**config.mk**
```make
export PLATFORM = sky130hd
export DESIGN_NAME = cpu_sequencer_flat
export DESIGN_NICKNAME = d
export VERILOG_FILES = /design/src/rtl/cpu_pkg.sv /design/src/rtl/cpu_sequencer_if.sv /design/src/rtl/seq_pc_reg.sv /design/src/rtl/cpu_sequencer.sv /design/src/flat_wrapper.sv
export SDC_FILE = /design/constraint.sdc
export NUM_CORES = 1
export LEC_CHECK = 0
export ABC_AREA = 1
export ABC_CLOCK_PERIOD_IN_PS = 2200
export CAP_MARGIN = 10
export CORE_MARGIN = 2
export CORE_UTILIZATION = 43
export DETAILED_ROUTE_END_ITERATION = 10
export PLACE_DENSITY = 0.8
export SETUP_SLACK_MARGIN = 0.1
export SLEW_MARGIN = 0
export SYNTH_ARGS = -nofsm -noshare
export SYNTH_HDL_FRONTEND = slang
export SYNTH_HIERARCHICAL = 1
export SYNTH_SLANG_ARGS = --single-unit
```
**constraint.sdc**
```tcl
create_clock -name clk -period 2.2 [get_ports clk]
set_clock_uncertainty 0.1 [all_clocks]
set_input_delay 0.66 -clock clk [delete_from_list [all_inputs] [get_ports clk]]
set_output_delay 0.66 -clock clk [all_outputs]
set_load 0.1 [all_outputs]
```
**src/rtl/cpu_pkg.sv**
```systemverilog
// cpu_pkg: state encoding and opcode constants shared by the sequencer and
// the Controller decoder.
//   seq_state_t   : sequencer state encoding (also exported on state_dbg)
//   OP_*          : opcode values of instr[OP_HI:OP_LO]
//   get_opcode()  : extracts the opcode field from an instruction word
package cpu_pkg;

    typedef enum logic [2:0] {
        IDLE   = 3'd0,
        FETCH  = 3'd1,
        DECODE = 3'd2,
        EXEC   = 3'd3,
        MEM    = 3'd4,
        WB     = 3'd5,
        HALT   = 3'd6
    } seq_state_t;

    localparam int OP_HI = 18;
    localparam int OP_LO = 15;

    localparam logic [3:0] OP_LOAD  = 4'b0100;
    localparam logic [3:0] OP_STORE = 4'b0110;
    localparam logic [3:0] OP_HALT  = 4'b1111;

    function automatic logic [3:0] get_opcode(input logic [31:0] word);
        return word[OP_HI:OP_LO];
    endfunction

endpackage

```
**src/rtl/cpu_sequencer_if.sv**
```systemverilog
// cpu_sequencer_if: instruction- and data-memory handshake bundle.
//   imem_addr/imem_req  : fetch address and request (sequencer -> imem)
//   imem_ack/imem_rdata : fetch completion and instruction word (imem -> sequencer)
//   dmem_req/dmem_we    : data access request, 1 = store (sequencer -> dmem)
//   dmem_ack            : data access completion (dmem -> sequencer)
interface cpu_sequencer_if #(
    parameter int PC_W = 8
);
    logic [PC_W-1:0] imem_addr;
    logic            imem_req;
    logic            imem_ack;
    logic [31:0]     imem_rdata;
    logic            dmem_req;
    logic            dmem_we;
    logic            dmem_ack;

    modport master (
        output imem_addr, imem_req, dmem_req, dmem_we,
        input  imem_ack, imem_rdata, dmem_ack
    );

    modport slave (
        input  imem_addr, imem_req, dmem_req, dmem_we,
        output imem_ack, imem_rdata, dmem_ack
    );
endinterface

```
**src/rtl/seq_pc_reg.sv**
```systemverilog
// seq_pc_reg: program counter with async active-low clear and increment
// enable. Wraps naturally from all-ones to zero.
//   clk, rst_n : clock, async active-low clear
//   inc_en     : advance by one on the next rising edge
//   pc         : current program counter
module seq_pc_reg #(
    parameter int PC_W = 8
) (
    input  logic            clk,
    input  logic            rst_n,
    input  logic            inc_en,
    output logic [PC_W-1:0] pc
);
    logic [PC_W-1:0] pc_q;
    logic [PC_W-1:0] pc_d;

    always_comb begin
        pc_d = pc_q;
        if (inc_en) begin
            pc_d = pc_q + PC_W'(1);
        end
    end

    always_ff @(posedge clk or negedge rst_n) begin
        if (!rst_n) begin
            pc_q <= '0;
        end else begin
            pc_q <= pc_d;
        end
    end

    assign pc = pc_q;
endmodule

```
**src/rtl/cpu_sequencer.sv**
```systemverilog
// cpu_sequencer: multi-cycle fetch/decode/execute/memory/writeback control
// for the 32-bit datapath. Owns the PC (in seq_pc_reg) and the instruction
// register.
//   clk, rst_n : clock, async active-low reset
//   start      : leave IDLE/HALT and begin fetching
//   mem        : instruction/data memory handshakes (master side)
//   instr      : instruction register, feeds the Controller decoder
//   rf_we      : register-file write strobe (WB cycle only)
//   busy       : high outside IDLE and HALT
//   halted     : high in HALT
//   state_dbg  : current state encoding
//
// State  | meaning
// IDLE   | after reset, waiting for start
// FETCH  | imem request at pc; ack loads ir and bumps pc
// DECODE | one cycle; HALT opcode stops here
// EXEC   | one cycle for the ALU to settle
// MEM    | dmem request; hold until ack
// WB     | one-cycle register-file write
// HALT   | pc frozen after the HALT word; start resumes fetch
module cpu_sequencer
    import cpu_pkg::*;
#(
    parameter int PC_W = 8
) (
    input  logic              clk,
    input  logic              rst_n,
    input  logic              start,
    cpu_sequencer_if.master   mem,
    output logic [31:0]       instr,
    output logic              rf_we,
    output logic              busy,
    output logic              halted,
    output logic [2:0]        state_dbg
);
    seq_state_t      state_q, state_d;
    logic [31:0]     ir_q, ir_d;
    logic            imem_req_q, imem_req_d;
    logic            dmem_req_q, dmem_req_d;
    logic            dmem_we_q, dmem_we_d;
    logic            rf_we_q, rf_we_d;
    logic            busy_q, busy_d;
    logic            halted_q, halted_d;
    logic            pc_inc;
    logic [PC_W-1:0] pc;
    logic [3:0]      op_q, op_d;

    seq_pc_reg #(.PC_W(PC_W)) u_pc (
        .clk    (clk),
        .rst_n  (rst_n),
        .inc_en (pc_inc),
        .pc     (pc)
    );

    assign op_q = get_opcode(ir_q);
    assign op_d = get_opcode(ir_d);

    always_comb begin
        state_d = state_q;
        ir_d    = ir_q;
        pc_inc  = 1'b0;
        case (state_q)
            IDLE, HALT: begin
                if (start) state_d = FETCH;
            end
            FETCH: begin
                if (mem.imem_ack) begin
                    ir_d    = mem.imem_rdata;
                    pc_inc  = 1'b1;
                    state_d = DECODE;
                end
            end
            DECODE: state_d = (op_q == OP_HALT) ? HALT : EXEC;
            EXEC:   state_d = (op_q == OP_LOAD || op_q == OP_STORE) ? MEM : WB;
            MEM: begin
                if (mem.dmem_ack) state_d = (op_q == OP_STORE) ? FETCH : WB;
            end
            WB:      state_d = FETCH;
            default: state_d = IDLE;
        endcase

        // Outputs are registered from the next state so they line up with
        // the state they belong to while staying glitch-free.
        imem_req_d = (state_d == FETCH);
        dmem_req_d = (state_d == MEM);
        dmem_we_d  = (state_d == MEM) && (op_d == OP_STORE);
        rf_we_d    = (state_d == WB);
        busy_d     = (state_d != IDLE) && (state_d != HALT);
        halted_d   = (state_d == HALT);
    end

    always_ff @(posedge clk or negedge rst_n) begin
        if (!rst_n) begin
            state_q    <= IDLE;
            ir_q       <= '0;
            imem_req_q <= 1'b0;
            dmem_req_q <= 1'b0;
            dmem_we_q  <= 1'b0;
            rf_we_q    <= 1'b0;
            busy_q     <= 1'b0;
            halted_q   <= 1'b0;
        end else begin
            state_q    <= state_d;
            ir_q       <= ir_d;
            imem_req_q <= imem_req_d;
            dmem_req_q <= dmem_req_d;
            dmem_we_q  <= dmem_we_d;
            rf_we_q    <= rf_we_d;
            busy_q     <= busy_d;
            halted_q   <= halted_d;
        end
    end

    assign mem.imem_addr = pc;
    assign mem.imem_req  = imem_req_q;
    assign mem.dmem_req  = dmem_req_q;
    assign mem.dmem_we   = dmem_we_q;
    assign instr         = ir_q;
    assign rf_we         = rf_we_q;
    assign busy          = busy_q;
    assign halted        = halted_q;
    assign state_dbg     = state_q;
endmodule

```
**src/flat_wrapper.sv**
```systemverilog
// flat-port wrapper written by rule: the top's interface ports become plain ports
module cpu_sequencer_flat import cpu_pkg::*;
#(
    parameter int PC_W = 8
)
  (clk, rst_n, start, instr, rf_we, busy, halted, state_dbg, mem_imem_addr, mem_imem_req, mem_dmem_req, mem_dmem_we, mem_imem_ack, mem_imem_rdata, mem_dmem_ack);
  cpu_sequencer_if #(.PC_W(PC_W)) mem_i ();
  input  logic clk;
  input  logic rst_n;
  input  logic start;
  output logic [31:0] instr;
  output logic rf_we;
  output logic busy;
  output logic halted;
  output logic [2:0] state_dbg;
  output wire logic [$bits(mem_i.imem_addr)-1:0] mem_imem_addr;
  output wire logic [$bits(mem_i.imem_req)-1:0] mem_imem_req;
  output wire logic [$bits(mem_i.dmem_req)-1:0] mem_dmem_req;
  output wire logic [$bits(mem_i.dmem_we)-1:0] mem_dmem_we;
  input wire logic [$bits(mem_i.imem_ack)-1:0] mem_imem_ack;
  input wire logic [$bits(mem_i.imem_rdata)-1:0] mem_imem_rdata;
  input wire logic [$bits(mem_i.dmem_ack)-1:0] mem_dmem_ack;
  assign mem_imem_addr = mem_i.imem_addr;
  assign mem_imem_req = mem_i.imem_req;
  assign mem_dmem_req = mem_i.dmem_req;
  assign mem_dmem_we = mem_i.dmem_we;
  assign mem_i.imem_ack = mem_imem_ack;
  assign mem_i.imem_rdata = mem_imem_rdata;
  assign mem_i.dmem_ack = mem_dmem_ack;
  cpu_sequencer #(.PC_W(PC_W)) u_core (.clk(clk), .rst_n(rst_n), .start(start), .mem(mem_i), .instr(instr), .rf_we(rf_we), .busy(busy), .halted(halted), .state_dbg(state_dbg));
endmodule
```
Word level (Yosys, flattened, before mapping) --
Index checks and enable logic that the tools add are counted.
Word-level totals: bits in registers 49, output and inout bits 49, word-level logic and storage cells 44
Cells by class: add/sub/neg operators 1, eq/ne operators 15, muxes and demuxes 11, reductions and logical operators 7
Operators with widths (number):
- $mux 19 | 2
- $eq 3x3->1 const B | 6
- $pmux 3 s6 | 1
- $mux 3 | 5
- $eq 4x3->1 const B | 3
- $add 8x1->8 const B | 1
- $eq 3x1->1 const B | 2
- $eq 3x2->1 const B | 2
- $eq 4x4->1 const B | 1
- $logic_not 3->1 | 1
- $mux 1 | 3
- $ne 3x3->1 const B | 1
- $reduce_bool 3->1 | 1
- $logic_and 1x1->1 | 2
- $reduce_and 2->1 | 1
- $reduce_or 2->1 | 1
- $logic_or 1x1->1 | 1

Logic depth before layout (Yosys ltp) --
depth in word-level cells 6, gate-level depth with buffers 10, depth with buffers taken out 9

Modules after synthesis --
The synthesis kept the hierarchy.
By module, submodules not included:
- cpu_sequencer | times used 1, cells each 216, area each 1759.2 sq um, sequential area each 1026.0 sq um
- seq_pc_reg | times used 1, cells each 40, area each 375.4 sq um, sequential area each 200.2 sq um

Worst setup path before layout --
No wires, ideal clock.
path type register to register, start point register u_core.state_q[0] (netlist: u_core/state_dbg[0]), end point register u_core.u_pc.pc_q[7] (netlist: u_core/u_pc/pc[7]), library setup time 0.114 ns, data arrival time 2.155 ns, required time 1.986 ns, setup slack -0.169 ns, stages on the path, launching flop included 9, buffers on the path 1, cells stage by stage dfrtp_1 nand2_2 nor2_8 buf_2 nand2_1 nor2_4 nand3_1 nand2_1 inv_1
Between the ends: longest elaborated chain between the ends 2
Ends and longest elaborated chain:
- start: declaration | RTL line cpu_sequencer.sv:36 | seq_state_t state_q, state_d;
- start signal: assignment | RTL line cpu_sequencer.sv:103 | state_q <= state_d;
- $eq 3x1->1 | RTL line cpu_sequencer.sv:62 | case (state_q)
- $mux 1 | RTL line cpu_sequencer.sv:62
- named net u_core.pc_inc | RTL line cpu_sequencer.sv:44 | logic pc_inc;
- end signal: assignment | RTL line seq_pc_reg.sv:28 | pc_q <= pc_d;
- end: declaration | RTL line seq_pc_reg.sv:14 | logic [PC_W-1:0] pc_q;
The timed path passes the listed nets, and every way through them passes these cells. A chain may end at the register's enable or synchronous reset.

Worst setup path in the final report --
start point input port mem_imem_ack, end point register u_core.u_pc.pc_q[6] (netlist: u_core/u_pc/pc[6])
Between the ends: longest elaborated chain between the ends 2
Ends and longest elaborated chain:
- start: declaration | RTL line flat_wrapper.sv:20 | input wire logic [$bits(mem_i.imem_ack)-1:0] mem_imem_ack;
- $mux 1 | RTL line cpu_sequencer.sv:67 | if (mem.imem_ack) begin
- $mux 1 | RTL line cpu_sequencer.sv:62
Every way passes these cells.

==> out/qor.yml <==
finish:
  antenna_cells: 0
  syn_to_final_growth_pct: 71.63
  fin_util_pct: 77.05
  nFillCells: 315
  drive_above_1_share_pct: 21.33
  layout.nets: 384
detailed_routing:
  drt.antenna.violating_nets: 0
  drt-total-wl_mm: 5.548
  drc: 0
  wl_per_cell_um: 13.40
  drtIter0Drc: 136
  route.vias.total: 1913
  firstDrtPassIters: 4
  vias_per_cell: 4.621
global_route:
  grt.met1_usage_pct: 25.90
  grt_usage_pct: 22.30
  grt_pass1_vias: 2100
  overflow: 0
  grt_busiest_layer: "met2"
  antenna_found_initial: 0
  grt_max_degree: 27
  use_met3_pct: 3.252
  grt_util_met2_pct: 41.79
  grt_pass1_wl_mm: 9.411
cts:
  clock-sinks: 49
  htree_levels: 2
  clock_latency_ns: 0.30
  cts_root_buf: "clkbuf_8"
  cts_buffers: 5
  tritoncts: "yes"
  ctsResizeCount: 0
  clockBufferDepth: 2
  clkTransAtPathRegs_ns: 0.09
  cts_setup_buffers: 0
  hold_buffers: 0
yosys:
  syn_avg_cell_area_um2: 8.338
  async_reset_ff_share_pct: 100.0
  ys_seq_area_share_pct: 57.44
  synth_area_leader_cell: "dfrtp_1"
  synthFlopType: "dfrtp_1"
  synthTopCellsByCount: "nand2_1 (131), dfrtp_1 (49), inv_1 (19)"
  synth.distinct_cells: 22
  ys_ff_latch: 49
  synthCells: 256
  synth-edff-count: 0
  synth_most_common_cell: "nand2_1"
  synth_top_area_share_pct: 57.44
  synth_area_mm2: 0.002135
  synthTopCellsByArea: "dfrtp_1 (57%), nand2_1 (23%), inv_1 (3.3%), nor2_1 (3.0%), nand3_1 (2.8%)"
  yosysWarnings: 6
  syn_nets: 294
worst_setup_path:
  worstSetupPathType: "input pin to register"
  slowest_delay_ns: 0.49
  crit_path_frequent_cell: "nand2_1"
  r2r_start: "u_core/state_dbg[1]"
  r2r_cells: 8
  crit_path_start_kind: "input pin"
  crit_chain: "clkdlybuf4s50_1, nand2_2, nor2_8, nand2_1, nor2_2, nand2_1, nand2_1, nand2_1"
  crit_fanout: 13
  endpoint_kind: "register"
  reg2reg_slack_ns: 0.49
  cp.required_ns: 2.29
  cp_slowest_cell: "clkdlybuf4s50_1"
  rr_endpoint: "u_core/u_pc/pc[6]"
  cp.arrival_ns: 2.03
timing:
  fmax_mhz: 514.6
  timing_hold_violations_final: 0
  finalSetupViolCount: 0
  drv_slew: 0
  post-route-period-util_pct: 88.33
  timing.slew.headroom_pct: 64.04
  finalSetupTns_ns: 0
  min_period_ns: 1.943
  worstMarginPinSlew_ns: 0.5393
  rsz0062_at_grt: "false"
  fin_ws_ns: 0.2567
die:
  die_x_um: 74.46
  die_area_mm2: 0.005544
  core-area_mm2: 0.004755
  placementRows: 25
  die_y_um: 74.46
  start_util_pct: 44.89
  io_pins: 86
worst_hold_path:
  hold_path.class: "input pin to asynchronous set/reset pin"
placed_design:
  dpl.hpwl_mm: 4.178
  dp_slack_ns: -0.0002800
  place.port_buffers: 85
  place_congestion: 0.8301
run_status:
  status: "finished clean"
run:
  maxCapViolations: 0
[routing by layer]
metal	up-vias	share of wire, %
met5	-	0
li1	949	-
met2	59	55
met4	0	1.5
met1	897	39
met3	8	4.0
[worst max path at each step]
stage	from	to	slack (ns)	depth (start not counted)
final	mem_imem_ack	u_core/u_pc/pc[6]	0.26	8
after global routing	mem_imem_ack	u_core/mem.dmem_we	0.16	9
after CTS	mem_imem_ack	u_core/u_pc/pc[6]	0.29	8
after detailed placement	mem_imem_ack	u_core/instr[25]	-0.0003	7
after global placement	mem_imem_ack	u_core/mem.dmem_we	0.06	9
after floorplan	u_core/state_dbg[0]	u_core/u_pc/pc[7]	0.18	8
[worst max-delay path, delay by kind of cell]
kind          cells  cell delay [ns]
buf+inv           1             0.49
simple gates      7             0.88
[stage by stage]
step	instance area, um^2	hold WS, ns	std cells
after floorplan	2138	0.2644	256
after global placement	3547	0.4159	406
after detailed placement	3547	0.4241	406
after CTS	3664	0.2486	414
after global routing	3664	0.2768	414
final	3664	0.2377	414
[cells by family (layout without fill, tap and decap cells)]
kind of cell / Yosys count / in the layout / share of synthesized area (%)
AND/OR/NAND/NOR: 170 / 170 / 32.65
flip-flops: 49 / 49 / 57.44
buffers and inverters: 29 / 120 / 6.564
XOR/XNOR: 4 / 4 / 1.642
AO/OA/AOI/OAI: 2 / 2 / 0.5861
adder cells (fa/ha/maj): 1 / 1 / 0.5861
multiplexers: 1 / 1 / 0.5275
[registers in the layout, summed over array words and instances, names as in the netlist]
register / cells
u_core/instr: 32
u_core/state_dbg: 3
u_core/rf_we: 1
u_core/mem.imem_req: 1
u_core/busy: 1
u_core/mem.dmem_req: 1
u_core/halted: 1
u_core/u_pc/pc: 8
u_core/mem.dmem_we: 1
[final cells by class]
| type | count | area, um^2 | area share, % |
|---|---|---|---|
| multi-input combinational | 178 | 768.2 | 20.97 |
| sequential | 49 | 1230 | 33.57 |
| clock inverter | 1 | 30.03 | 0.8197 |
| tap | 67 | 83.83 | 2.288 |
| timing repair buffer | 89 | 1379 | 37.64 |
| clock buffer | 7 | 86.33 | 2.357 |
| inverter | 23 | 86.33 | 2.357 |
[cell usage in the layout (no fill, tap or decap), types with 2 or more instances in the layout]
master / synthesis / routed
buf_12: 0 / 50
buf_4: 2 / 3
clkbuf_8: 0 / 6
clkdlybuf4s50_1: 0 / 35
dfrtp_1: 49 / 46
dfrtp_2: 0 / 3
inv_1: 19 / 19
inv_2: 4 / 4
nand2_1: 131 / 131
nand2_2: 2 / 2
nand3_1: 12 / 12
nand3b_1: 2 / 2
nor2_1: 17 / 17
nor3_1: 2 / 2
xor2_1: 3 / 3
Power is not shown: default switching activity piles up to over one toggle a cycle in this logic, so the estimate is an artifact.
